==> config.mk <==
export PLATFORM = sky130hd
export DESIGN_NAME = sws_debouncer_flat
export DESIGN_NICKNAME = d
export VERILOG_FILES = /design/src/rtl/sws_debouncer_pkg.sv /design/src/rtl/sws_debouncer_if.sv /design/src/rtl/sws_debouncer_cell.sv /design/src/rtl/sws_debouncer.sv /design/src/flat_wrapper.sv
export SDC_FILE = /design/constraint.sdc
export NUM_CORES = 1
export LEC_CHECK = 0
export CORE_ASPECT_RATIO = 0.9
export CORE_MARGIN = 2
export CORE_UTILIZATION = 40
export CTS_BUF_LIST = sky130_fd_sc_hd__clkbuf_16
export DETAILED_ROUTE_END_ITERATION = 16
export GPL_ROUTABILITY_DRIVEN = 0
export PLACE_DENSITY = 0.67
export SLEW_MARGIN = 20
export SYNTH_ARGS = -nofsm -noshare
export SYNTH_HDL_FRONTEND = slang
export SYNTH_SLANG_ARGS = --single-unit
==> constraint.sdc <==
create_clock -name clk -period 2.6 [get_ports clk]
set_clock_uncertainty 0.15 [all_clocks]
set_input_delay 0.26 -clock clk [delete_from_list [all_inputs] [get_ports clk]]
set_output_delay 0.26 -clock clk [all_outputs]
set_load 0.02 [all_outputs]
==> src/rtl/sws_debouncer_pkg.sv <==
// ----------------------------------------------------------------------------
// sws_debouncer_pkg
// Shared constants for the switch-bus debouncer slice.
//   NUM_SW_DEFAULT          : number of switch lines on the board bus
//   DEBOUNCE_CYCLES_DEFAULT : stable cycles needed to accept a level (10 ms @ 125 MHz)
//   SYNC_STAGES             : depth of the per-bit input synchroniser
//   ready_cnt_width()       : width of the startup counter that drives ready_o
// ----------------------------------------------------------------------------
package sws_debouncer_pkg;

    localparam int NUM_SW_DEFAULT          = 2;
    localparam int DEBOUNCE_CYCLES_DEFAULT = 1250000;
    localparam int SYNC_STAGES             = 2;

    // The startup counter must be able to hold DEBOUNCE_CYCLES+1.
    function automatic int ready_cnt_width(input int debounce_cycles);
        return $clog2(debounce_cycles + 2);
    endfunction

endpackage

==> src/rtl/sws_debouncer_if.sv <==
// ----------------------------------------------------------------------------
// sws_debouncer_if
// Bundles the raw switch bus and the conditioned outputs of the debouncer.
//   sws_2bits_tri_i : raw asynchronous switch levels (into the debouncer)
//   sws_stable_o    : debounced levels
//   sws_rise_o      : one-cycle pulse on a 0->1 of a stable bit
//   sws_fall_o      : one-cycle pulse on a 1->0 of a stable bit
//   sws_change_o    : OR of all rise/fall bits
//   ready_o         : sticky, high once the first debounce window has elapsed
// Modports: master = board/consumer side, slave = debouncer side.
// ----------------------------------------------------------------------------
interface sws_debouncer_if
    import sws_debouncer_pkg::*;
#(
    parameter int NUM_SW = NUM_SW_DEFAULT
);

    logic [NUM_SW-1:0] sws_2bits_tri_i;
    logic [NUM_SW-1:0] sws_stable_o;
    logic [NUM_SW-1:0] sws_rise_o;
    logic [NUM_SW-1:0] sws_fall_o;
    logic              sws_change_o;
    logic              ready_o;

    modport master (
        output sws_2bits_tri_i,
        input  sws_stable_o,
        input  sws_rise_o,
        input  sws_fall_o,
        input  sws_change_o,
        input  ready_o
    );

    modport slave (
        input  sws_2bits_tri_i,
        output sws_stable_o,
        output sws_rise_o,
        output sws_fall_o,
        output sws_change_o,
        output ready_o
    );

endinterface

==> src/rtl/sws_debouncer_cell.sv <==
// ----------------------------------------------------------------------------
// debounce_cell
// One switch line: SYNC_STAGES-deep synchroniser, window counter, accepted
// (stable) level and registered rise/fall strobes.
//   clk, rst : system clock, synchronous active-high reset
//   raw      : asynchronous switch level
//   stable   : debounced level
//   rise     : one-cycle pulse, same cycle as stable going 0->1
//   fall     : one-cycle pulse, same cycle as stable going 1->0
// ----------------------------------------------------------------------------
module debounce_cell
    import sws_debouncer_pkg::*;
#(
    parameter int DEBOUNCE_CYCLES = DEBOUNCE_CYCLES_DEFAULT
) (
    input  logic clk,
    input  logic rst,
    input  logic raw,
    output logic stable,
    output logic rise,
    output logic fall
);

    localparam int             CNT_W    = $clog2(DEBOUNCE_CYCLES);
    localparam logic [CNT_W-1:0] CNT_LAST = CNT_W'(DEBOUNCE_CYCLES - 1);

    logic [SYNC_STAGES-1:0] sync_r;
    logic                   sync_s;
    logic [CNT_W-1:0]       cnt_r;
    logic [CNT_W-1:0]       cnt_nxt_s;
    logic                   stable_r;
    logic                   stable_nxt_s;
    logic                   rise_r;
    logic                   rise_nxt_s;
    logic                   fall_r;
    logic                   fall_nxt_s;

    // Shift the raw level through the synchroniser; only the last stage is used.
    always_ff @(posedge clk) begin
        if (rst) begin
            sync_r <= '0;
        end else begin
            sync_r <= {sync_r[SYNC_STAGES-2:0], raw};
        end
    end

    assign sync_s = sync_r[SYNC_STAGES-1];

    // Window counting: any sample equal to the accepted level restarts the
    // window; the DEBOUNCE_CYCLES-th differing sample in a row is accepted.
    always_comb begin
        cnt_nxt_s    = cnt_r;
        stable_nxt_s = stable_r;
        rise_nxt_s   = 1'b0;
        fall_nxt_s   = 1'b0;
        if (sync_s == stable_r) begin
            cnt_nxt_s = '0;
        end else if (cnt_r == CNT_LAST) begin
            cnt_nxt_s    = '0;
            stable_nxt_s = sync_s;
            rise_nxt_s   = sync_s;
            fall_nxt_s   = ~sync_s;
        end else begin
            cnt_nxt_s = cnt_r + CNT_W'(1);
        end
    end

    // Counter, accepted level and strobes; strobes land with the new level.
    always_ff @(posedge clk) begin
        if (rst) begin
            cnt_r    <= '0;
            stable_r <= 1'b0;
            rise_r   <= 1'b0;
            fall_r   <= 1'b0;
        end else begin
            cnt_r    <= cnt_nxt_s;
            stable_r <= stable_nxt_s;
            rise_r   <= rise_nxt_s;
            fall_r   <= fall_nxt_s;
        end
    end

    assign stable = stable_r;
    assign rise   = rise_r;
    assign fall   = fall_r;

endmodule

==> src/rtl/sws_debouncer.sv <==
// ----------------------------------------------------------------------------
// sws_debouncer
// Input-side conditioning of the board switch bus: per-bit synchronise and
// debounce, plus a combined change strobe and a sticky startup-ready flag.
//   clk : system clock (single domain)
//   rst : synchronous active-high reset
//   sw  : sws_debouncer_if.slave (raw switches in, stable/rise/fall/change/ready out)
// ----------------------------------------------------------------------------
module sws_debouncer
    import sws_debouncer_pkg::*;
#(
    parameter int NUM_SW          = NUM_SW_DEFAULT,
    parameter int DEBOUNCE_CYCLES = DEBOUNCE_CYCLES_DEFAULT
) (
    input  logic            clk,
    input  logic            rst,
    sws_debouncer_if.slave  sw
);

    // ready_o rises on the same edge a switch held at 1 through reset is
    // accepted: DEBOUNCE_CYCLES+2 edges after the last reset edge.
    localparam int             RDY_W    = ready_cnt_width(DEBOUNCE_CYCLES);
    localparam logic [RDY_W-1:0] RDY_LAST = RDY_W'(DEBOUNCE_CYCLES + 1);

    logic [NUM_SW-1:0] stable_s;
    logic [NUM_SW-1:0] rise_s;
    logic [NUM_SW-1:0] fall_s;
    logic [RDY_W-1:0]  rdy_cnt_r;
    logic [RDY_W-1:0]  rdy_cnt_nxt_s;
    logic              ready_r;
    logic              ready_nxt_s;

    for (genvar i = 0; i < NUM_SW; i++) begin : g_cell
        debounce_cell #(
            .DEBOUNCE_CYCLES (DEBOUNCE_CYCLES)
        ) u_cell (
            .clk    (clk),
            .rst    (rst),
            .raw    (sw.sws_2bits_tri_i[i]),
            .stable (stable_s[i]),
            .rise   (rise_s[i]),
            .fall   (fall_s[i])
        );
    end

    // Startup counter: runs once after reset, then parks with ready held high.
    always_comb begin
        rdy_cnt_nxt_s = rdy_cnt_r;
        ready_nxt_s   = ready_r;
        if (ready_r) begin
            rdy_cnt_nxt_s = rdy_cnt_r;
        end else if (rdy_cnt_r == RDY_LAST) begin
            ready_nxt_s = 1'b1;
        end else begin
            rdy_cnt_nxt_s = rdy_cnt_r + RDY_W'(1);
        end
    end

    // Startup counter and ready flag registers.
    always_ff @(posedge clk) begin
        if (rst) begin
            rdy_cnt_r <= '0;
            ready_r   <= 1'b0;
        end else begin
            rdy_cnt_r <= rdy_cnt_nxt_s;
            ready_r   <= ready_nxt_s;
        end
    end

    assign sw.sws_stable_o = stable_s;
    assign sw.sws_rise_o   = rise_s;
    assign sw.sws_fall_o   = fall_s;
    // Both inputs are registered, so the OR cannot stretch or split a pulse.
    assign sw.sws_change_o = |(rise_s | fall_s);
    assign sw.ready_o      = ready_r;

endmodule
==> src/flat_wrapper.sv <==
// flat-port wrapper written by rule: the top's interface ports become plain ports
module sws_debouncer_flat import sws_debouncer_pkg::*;
#(
    parameter int NUM_SW          = NUM_SW_DEFAULT,
    parameter int DEBOUNCE_CYCLES = DEBOUNCE_CYCLES_DEFAULT
)
  (clk, rst, sw_sws_2bits_tri_i, sw_sws_stable_o, sw_sws_rise_o, sw_sws_fall_o, sw_sws_change_o, sw_ready_o);
  sws_debouncer_if #(.NUM_SW(NUM_SW)) sw_i ();
  input  logic clk;
  input  logic rst;
  input wire logic [$bits(sw_i.sws_2bits_tri_i)-1:0] sw_sws_2bits_tri_i;
  output wire logic [$bits(sw_i.sws_stable_o)-1:0] sw_sws_stable_o;
  output wire logic [$bits(sw_i.sws_rise_o)-1:0] sw_sws_rise_o;
  output wire logic [$bits(sw_i.sws_fall_o)-1:0] sw_sws_fall_o;
  output wire logic [$bits(sw_i.sws_change_o)-1:0] sw_sws_change_o;
  output wire logic [$bits(sw_i.ready_o)-1:0] sw_ready_o;
  assign sw_i.sws_2bits_tri_i = sw_sws_2bits_tri_i;
  assign sw_sws_stable_o = sw_i.sws_stable_o;
  assign sw_sws_rise_o = sw_i.sws_rise_o;
  assign sw_sws_fall_o = sw_i.sws_fall_o;
  assign sw_sws_change_o = sw_i.sws_change_o;
  assign sw_ready_o = sw_i.ready_o;
  sws_debouncer #(.NUM_SW(NUM_SW), .DEBOUNCE_CYCLES(DEBOUNCE_CYCLES)) u_core (.clk(clk), .rst(rst), .sw(sw_i));
endmodule
==> report_table.html <==
<table>
<tr><th>Metric</th><th>Value</th></tr>
<tr><th colspan="2">GRT</th></tr>
<tr><td>Number of global-route vias before repair</td><td>around 2.5k</td></tr>
<tr><td>Initial antenna violation count</td><td>0</td></tr>
<tr><td>Overflow left after global routing</td><td>0</td></tr>
<tr><td>Maximum number of pins on one net before global-route repair</td><td>21</td></tr>
<tr><td>Total GRT Usage</td><td>0.154</td></tr>
<tr><td>First-pass GRT wire length</td><td>roughly 11000 microns</td></tr>
<tr><th colspan="2">Timing</th></tr>
<tr><td>Final Slew Violations</td><td>0</td></tr>
<tr><td>Transition time at the pin with the least slew margin</td><td>around 0.62 ns</td></tr>
<tr><td>Max transition margin</td><td>0.578</td></tr>
<tr><td>Setup TNS after final layout</td><td>0 ns</td></tr>
<tr><td>Setup repair after global routing missed its margin</td><td>no</td></tr>
<tr><td>Maximum achievable frequency</td><td>around 460 MHz</td></tr>
<tr><td>Smallest hold slack</td><td>around 0.28 ns</td></tr>
<tr><td>Final Hold Violating Endpoints</td><td>0</td></tr>
<tr><td>Final setup vio count</td><td>0</td></tr>
<tr><td>Post-route minimum period</td><td>~2.2 ns</td></tr>
<tr><td>Final critical-path share of the clock period</td><td>0.835</td></tr>
<tr><th colspan="2">Placed design</th></tr>
<tr><td>I/O Buffers</td><td>11</td></tr>
<tr><td>Sum of net half-perimeters after detailed placement</td><td>about 4600 microns</td></tr>
<tr><td>Dpl cell area</td><td>around 3600 sq um</td></tr>
<tr><td>Placed Instances</td><td>slightly below 500</td></tr>
<tr><th colspan="2">Power and ir drop</th></tr>
<tr><td>Cell Int Power</td><td>between 1.5 and 2 mW</td></tr>
<tr><td>Worst voltage drop across the vdd grid</td><td>323 uV</td></tr>
<tr><td>Clk pwr share</td><td>0.516</td></tr>
<tr><td>Static power due to leakage</td><td>1.18 nW</td></tr>
<tr><td>Logic gate share of total power</td><td>0.019</td></tr>
<tr><td>Sw frac</td><td>0.196</td></tr>
<tr><td>Switching power</td><td>between 0.4 and 0.5 mW</td></tr>
<tr><td>Power per standard cell area</td><td>641 nW/um^2</td></tr>
<tr><td>Proportion of power drawn by flip-flops and latches</td><td>0.465</td></tr>
<tr><th colspan="2">Detailed routing</th></tr>
<tr><td>Post-DRT Antenna Nets</td><td>0</td></tr>
<tr><td>Final wirelength</td><td>6620 microns</td></tr>
<tr><td>Total iterations of the first detailed-routing run</td><td>4</td></tr>
<tr><td>Number of vias after detailed routing</td><td>2732</td></tr>
<tr><td>Routed length per placed instance</td><td>~13 microns</td></tr>
<tr><td>Vias per cell</td><td>5.44</td></tr>
<tr><td>Count of routing violations after the opening detailed-route iteration</td><td>between 100 and 150</td></tr>
<tr><td>Number of design rule violations left after detail routing</td><td>0</td></tr>
<tr><th colspan="2">Floorplan</th></tr>
<tr><td>Num ports</td><td>12</td></tr>
<tr><td>Cell row count</td><td>31</td></tr>
<tr><td>Effective utilization at floorplan</td><td>0.416</td></tr>
<tr><td>Overall die area</td><td>~9000 sq um</td></tr>
<tr><td>Die extent in x</td><td>between 100 and 150 microns</td></tr>
<tr><td>Die span in y</td><td>91.3 microns</td></tr>
<tr><td>Floorplan core area</td><td>a little over 8000 sq um</td></tr>
<tr><th colspan="2">Synth</th></tr>
<tr><td>Async S/R FF share, synth</td><td>0</td></tr>
<tr><td>Area share of the largest cell type after synthesis</td><td>0.437</td></tr>
<tr><td>Post-synthesis mux area share</td><td>0.00997</td></tr>
<tr><td>Syn_nets</td><td>around 400</td></tr>
<tr><td>Post-synthesis share of cell area spent on xor and xnor gates</td><td>0.0827</td></tr>
<tr><td>Adder-cell share of the synthesized area</td><td>0.0148</td></tr>
<tr><td>Synth Area in Simple Gates</td><td>0.321</td></tr>
<tr><td>Cell count after synthesis</td><td>approximately 390</td></tr>
<tr><td>Largest area contributor in the synthesized netlist</td><td>sky130_fd_sc_hd__dfxtp_1</td></tr>
<tr><td>Number of enable-type register cells in the synthesized netlist</td><td>0</td></tr>
<tr><td>Post-synth design cell area</td><td>3390 sq um</td></tr>
<tr><td>Largest cells by area after synthesis</td><td>sky130_fd_sc_hd__dfxtp_1, sky130_fd_sc_hd__xnor2_1, sky130_fd_sc_hd__nor2_1</td></tr>
<tr><td>Register bit total from synthesis</td><td>74</td></tr>
<tr><td>Main combinational cell family by area after synthesis</td><td>simple AND/OR/NAND/NOR gates</td></tr>
<tr><td>Share of synthesized area occupied by flip-flops and latches</td><td>0.437</td></tr>
<tr><td>Netlist cell types</td><td>44</td></tr>
<tr><td>Most used DFF post-synth</td><td>sky130_fd_sc_hd__dfxtp_1</td></tr>
<tr><td>Compound-cell area share of the yosys netlist</td><td>0.0935</td></tr>
<tr><td>Synth Area per Inst</td><td>approximately 8.7 sq um</td></tr>
<tr><td>Yosys warnings</td><td>0</td></tr>
<tr><th colspan="2">Clock network</th></tr>
<tr><td>Buffers inserted during post-CTS setup optimization</td><td>0</td></tr>
<tr><td>Clock insertion delay at the later pin of the skew report</td><td>around 0.33 ns</td></tr>
<tr><td>TritonCTS Buffers</td><td>9</td></tr>
<tr><td>Root Buffer</td><td>sky130_fd_sc_hd__clkbuf_16</td></tr>
<tr><td>CTS tree</td><td>yes</td></tr>
<tr><td>Sinks on Clock Net</td><td>between 70 and 80</td></tr>
<tr><td>Maximum buffer depth of the clock tree</td><td>2</td></tr>
<tr><td>H-tree lvl count</td><td>3</td></tr>
<tr><td>Number of hold-repair buffers added at the cts stage</td><td>0</td></tr>
<tr><td>CTS resizes</td><td>0</td></tr>
<tr><td>Clock slew seen by the registers of the worst setup and hold paths</td><td>about 0.060 ns</td></tr>
<tr><th colspan="2">Finish</th></tr>
<tr><td>Area growth from synthesis to final layout</td><td>14.0%</td></tr>
<tr><td>ANT cells</td><td>0</td></tr>
<tr><td>Final std cell area, no fill</td><td>~3900 sq um</td></tr>
<tr><td>Number of nets in the layout</td><td>about 400</td></tr>
<tr><td>Most frequent cells in the layout</td><td>sky130_fd_sc_hd__dfxtp_1, sky130_fd_sc_hd__nor2_1, sky130_fd_sc_hd__a21oi_1</td></tr>
<tr><td>Most common library cell in the layout ignoring fill and taps</td><td>sky130_fd_sc_hd__dfxtp_1</td></tr>
<tr><td>Fillers</td><td>about 790</td></tr>
<tr><td>Layout cell share with drive strength beyond 1</td><td>0.0720</td></tr>
<tr><td>Post-Layout Cell Count</td><td>approximately 500</td></tr>
<tr><th colspan="2">Status</th></tr>
<tr><td>Outcome</td><td>completed</td></tr>
<tr><th colspan="2">Worst setup path</th></tr>
<tr><td>Critical path class</td><td>register to register</td></tr>
<tr><td>Top fanout value on the critical path</td><td>20</td></tr>
<tr><td>Kind of end point of the critical path</td><td>register</td></tr>
<tr><td>Data required time of the critical path</td><td>between 2 and 3 ns</td></tr>
<tr><td>Arrival time worst endpoint</td><td>~2.2 ns</td></tr>
<tr><td>Critical path startpoint category</td><td>register</td></tr>
<tr><th colspan="2">Min path</th></tr>
<tr><td>Class of the worst hold path</td><td>register to register</td></tr>
<tr><th colspan="2">Flow run</th></tr>
<tr><td>Maxcap violations</td><td>0</td></tr>
</table>
## flip-flops by register name, summed over array words and instances (netlist names)
name	count
u_core.rdy_cnt_r	21
u_core.sw.ready_o	1
u_core.g_cell.u_cell.rise	2
u_core.g_cell.u_cell.sync_r	4
u_core.g_cell.u_cell.cnt_r	42
u_core.g_cell.u_cell.fall	2
u_core.g_cell.u_cell.stable	2
## metrics by stage
stage | worst slack (ns) | util | power (mW)
2_1_floorplan | 0.540 | - | 1.20
3_3_place_gp | 0.455 | 0.436 | 1.22
3_5_place_dp | 0.439 | 0.436 | 1.22
4_1_cts | 0.422 | 0.474 | 2.51
5_1_grt | 0.329 | 0.474 | 2.57
6_report | 0.430 | 0.474 | 2.47
## critical path, stage by stage (launching register included)
cell,delay [ns]
sky130_fd_sc_hd__dfxtp_1,0.35
sky130_fd_sc_hd__or4b_1,0.51
sky130_fd_sc_hd__or4_4,0.57
sky130_fd_sc_hd__o21ai_1,0.15
sky130_fd_sc_hd__buf_4,0.25
sky130_fd_sc_hd__nor2_1,0.08
## power groups by stage
stage / Sequential, mW / Combinational [mW] / Clock, mW
CTS: 1.15 / 0.0467 / 1.32
floorplan: 1.17 / 0.0325 / 0
detailed placement: 1.17 / 0.0463 / 0
global route: 1.15 / 0.0525 / 1.37
global placement: 1.17 / 0.0460 / 0
finish: 1.15 / 0.0462 / 1.28
## cell families (layout without fill, tap and decap cells)
kind of cell | count (synthesis) | after routing
compound gates | 57 | 57
xor+xnor | 32 | 32
fa+ha+maj | 4 | 4
buf+inv | 28 | 40
flops | 74 | 74
mux | 3 | 3
simple gates | 193 | 193
## per-layer routing
layer | up-vias | global-route usage | wire (microns)
met5 | - | 0 | 0
met4 | 0 | 0.0484 | 97
met3 | 10 | 0.0493 | 196
met2 | 32 | 0.243 | 3030
met1 | 1267 | 0.201 | 3290
li1 | 1423 | - | -
## cells in the mapped netlist (all sizes together), types with 4 or more instances
| master | instances |
|---|---|
| xor2 | 13 |
| nand2 | 21 |
| nand3 | 25 |
| o31ai | 8 |
| or4 | 16 |
| nand2b | 6 |
| o21ai | 17 |
| nor2 | 40 |
| or3 | 15 |
| nand4 | 15 |
| nor2b | 7 |
| clkbuf | 10 |
| inv | 8 |
| dfxtp | 74 |
| nor3 | 13 |
| nor4 | 6 |
| and3 | 11 |
| buf | 10 |
| a21oi | 29 |
| xnor2 | 19 |
| ha | 4 |
| or4b | 4 |
## final timing paths
path / start / to / slack [ns] / cells past startpoint
worst max register to register: u_core.g_cell[1].u_cell.cnt_r[11]$_SDFF_PP0_ / u_core.g_cell[1].u_cell.cnt_r[2]$_SDFF_PP0_ / 0.43 / 5
worst max-delay path: u_core.g_cell[1].u_cell.cnt_r[11]$_SDFF_PP0_ / u_core.g_cell[1].u_cell.cnt_r[2]$_SDFF_PP0_ / 0.43 / 5
worst min register to register: u_core.g_cell[1].u_cell.sync_r[0]$_SDFF_PP0_ / u_core.g_cell[1].u_cell.sync_r[1]$_SDFF_PP0_ / 0.28 / 1
worst min-delay path: u_core.g_cell[1].u_cell.sync_r[0]$_SDFF_PP0_ / u_core.g_cell[1].u_cell.sync_r[1]$_SDFF_PP0_ / 0.28 / 1
## final cells by class
cell class              count  area (sq um)  share of cell area
inverters                   8          30.0             0.00778
clock buffers               9           225              0.0583
flip-flops and latches     74          1480               0.384
repair buffers             16           148              0.0382
multi-input cells         289          1770               0.458
clock inverters             7          83.8              0.0217
well taps                  99           124              0.0321
No activity file was read; power rests on OpenSTA's default activity.
==> edit, RTL diff (config.mk and constraints unchanged) <==
The package constant `NUM_SW_DEFAULT` goes from 2 to 1.
--- a/src/rtl/sws_debouncer_pkg.sv
+++ b/src/rtl/sws_debouncer_pkg.sv
@@ -8,7 +8,7 @@
 // ----------------------------------------------------------------------------
 package sws_debouncer_pkg;
 
-    localparam int NUM_SW_DEFAULT          = 2;
+    localparam int NUM_SW_DEFAULT          = 1;
     localparam int DEBOUNCE_CYCLES_DEFAULT = 1250000;
     localparam int SYNC_STAGES             = 2;
 
Ports: changed (resized sw_sws_2bits_tri_i, sw_sws_fall_o, sw_sws_rise_o and sw_sws_stable_o); port bits go from 12 to 8. No check against the original RTL was run, so the function may have changed too.
==> edit against the original RTL <==
  * Non-clock buffer count fell by 7
  * Global-route usage fell by 0.38 points
  * Wire length fell by 34%
  * Sequential cell count fell by 26
  * First-iteration DRC count rose by 30%
  * Critical path depth fell by 1
  * Synthesized area fell by 33%
  * Setup slack improved by 0.24 ns
  * Synthesized cell count fell by 36%
  * Total power fell by 43%
  * Final area fell by 35%
  * Critical endpoint is now u_core.rdy_cnt_r[19]$_SDFFE_PP0P_
==> edit: results (changes against the original RTL) <==
[global_route]
antenna_found_initial = 0  ; unchanged
grt_pass1_vias = 1542  ; -39%
grt_pass1_wl_um = 7600  ; -34%
grt_max_degree = 31  ; +48%
grt_util_all_layers_pct = 15.1  ; -0.38 points

[final_layout]
drive_gt1_share_pct = 8.53  ; +1.3 points
diodes = 0  ; unchanged
top_regs = u_core.g_cell.u_cell.cnt_r x21, u_core.rdy_cnt_r x21, u_core.g_cell.u_cell.sync_r x2

[clock_network]
numCtsBuffers = 5  ; -4
worstSkewPairLatency_ns = 0.29  ; -0.04 ns
cts_resized = 0  ; unchanged
cts_max_path_buffers = 2  ; unchanged
ctsHtreeMaxLevel = 2  ; -1
cts_setup_buffers = 0  ; unchanged
ctsRootBufferMaster = clkbuf_16
clkTransAtPathRegs_ns = 0.06  ; about the same

[timing]
tightest_slew_ns = 0.331  ; -0.293 ns
period_minus_slack_ns = 1.93  ; -0.242 ns

[power]
p_leak_uw = 0.000835  ; -29%
ir_worst_vdd_uv = 368  ; +14%

[worst_hold_path]
hold_class = reg2reg

[yosys]
synth_warnings = 0  ; unchanged
ys_seq_area_share_pct = 42.5  ; -1.3 points
ys.flop_type = dfxtp_1
syn-num-nets = 258  ; -35%
synth.area.top_cells = dfxtp_1, xor2_1, nor2_1, a21oi_1, nand4_1
synthArstFlopShare_pct = 0  ; unchanged
yosysUniqueCellTypes = 41  ; -6.8%
ys_top_cells_by_count = dfxtp_1, nor2_1, xor2_1

[setup_path]
cp.arrival_ns = 2.00  ; -0.23 ns
crit_fanout = 9  ; -55%
rrSetupSlack_ns = 0.67  ; +0.24 ns

[status]
status = finished clean

[routing]
via_per_inst = 5.57  ; +2.4%
initialDrtViolationCount = 157  ; +30%
wirelength_um = 4350  ; -34%
first_pass_iters = 4  ; unchanged

[placement]
port_buffers = 7  ; -4
dpl.hpwl_um = 3060  ; -33%

[edit: cell types whose count changed after synthesis, sizes merged, moves of 11 or more]
cell and change:
a21oi -11, xnor2 -16, dfxtp -26, nor2 -12, nand3 -14
[edit: per-layer routing]
layer	global-route usage, %	share of wire (%)	wire, um
met1	22.6	52	2240
met2	20.5	42	1820
met3	3.25	4.3	186
met4	7.10	2.3	100
met5	0	0	0
[edit: layout make-up]
class | count | area [um2]
sequential | 48 | 961
timing repair buffer | 9 | 85.1
clock buffer | 5 | 125
inverter | 3 | 11.3
multi-input combinational | 190 | 1230
clock inverter | 3 | 13.8
fill | 493 | 2840
tap | 67 | 83.8
[edit: stage by stage]
| stage | cells | hold slack, ns | total power, uW | cell area [um2] | util (%) |
|---|---|---|---|---|---|
| after floorplan | 252 | 0.238 | 789 | 2260 | - |
| after global placement | 317 | 0.291 | 799 | 2370 | 44.4 |
| after detailed placement | 317 | 0.278 | 800 | 2370 | 44.4 |
| after CTS | 325 | 0.293 | 1410 | 2510 | 46.9 |
| after global routing | 325 | 0.309 | 1450 | 2510 | 46.9 |
| final | 325 | 0.287 | 1400 | 2510 | 46.9 |
[edit: logic make-up (layout without fill, tap and decap cells)]
logic type      after synthesis  after routing  synth area share [%]
fa+ha+maj                     3              3                  1.66
simple gates                126            126                  33.5
compound gates               36             36                  9.23
mux                           3              3                  1.49
flops                        48             48                  42.5
buf+inv                      14             20                  3.15
xor+xnor                     22             22                  8.51
[edit: path summary, 6_finish.rpt]
| check | from | end | cells after the start |
|---|---|---|---|
| setup / recovery | u_core.rdy_cnt_r[2]$_SDFFE_PP0P_ | u_core.rdy_cnt_r[19]$_SDFFE_PP0P_ | 4 |
| hold / removal | u_core.g_cell[0].u_cell.sync_r[0]$_SDFF_PP0_ | u_core.g_cell[0].u_cell.sync_r[1]$_SDFF_PP0_ | 1 |
| setup reg to reg | u_core.rdy_cnt_r[2]$_SDFFE_PP0P_ | u_core.rdy_cnt_r[19]$_SDFFE_PP0P_ | 4 |
| hold reg to reg | u_core.g_cell[0].u_cell.sync_r[0]$_SDFF_PP0_ | u_core.g_cell[0].u_cell.sync_r[1]$_SDFF_PP0_ | 1 |
[edit: critical path, stage by stage, from the launching register on]
cell and delay, ns:
dfxtp_1 0.43, and4_1 0.44, nand2_1 0.17, or4_1 0.52, a21oi_1 0.15
[edit: power breakdown]
group / internal (uW) / total (uW) / switching, uW
Clock: 350 / 617 / 268
Sequential: 741 / 747 / 6.10
Combinational: 15.2 / 35.4 / 20.2
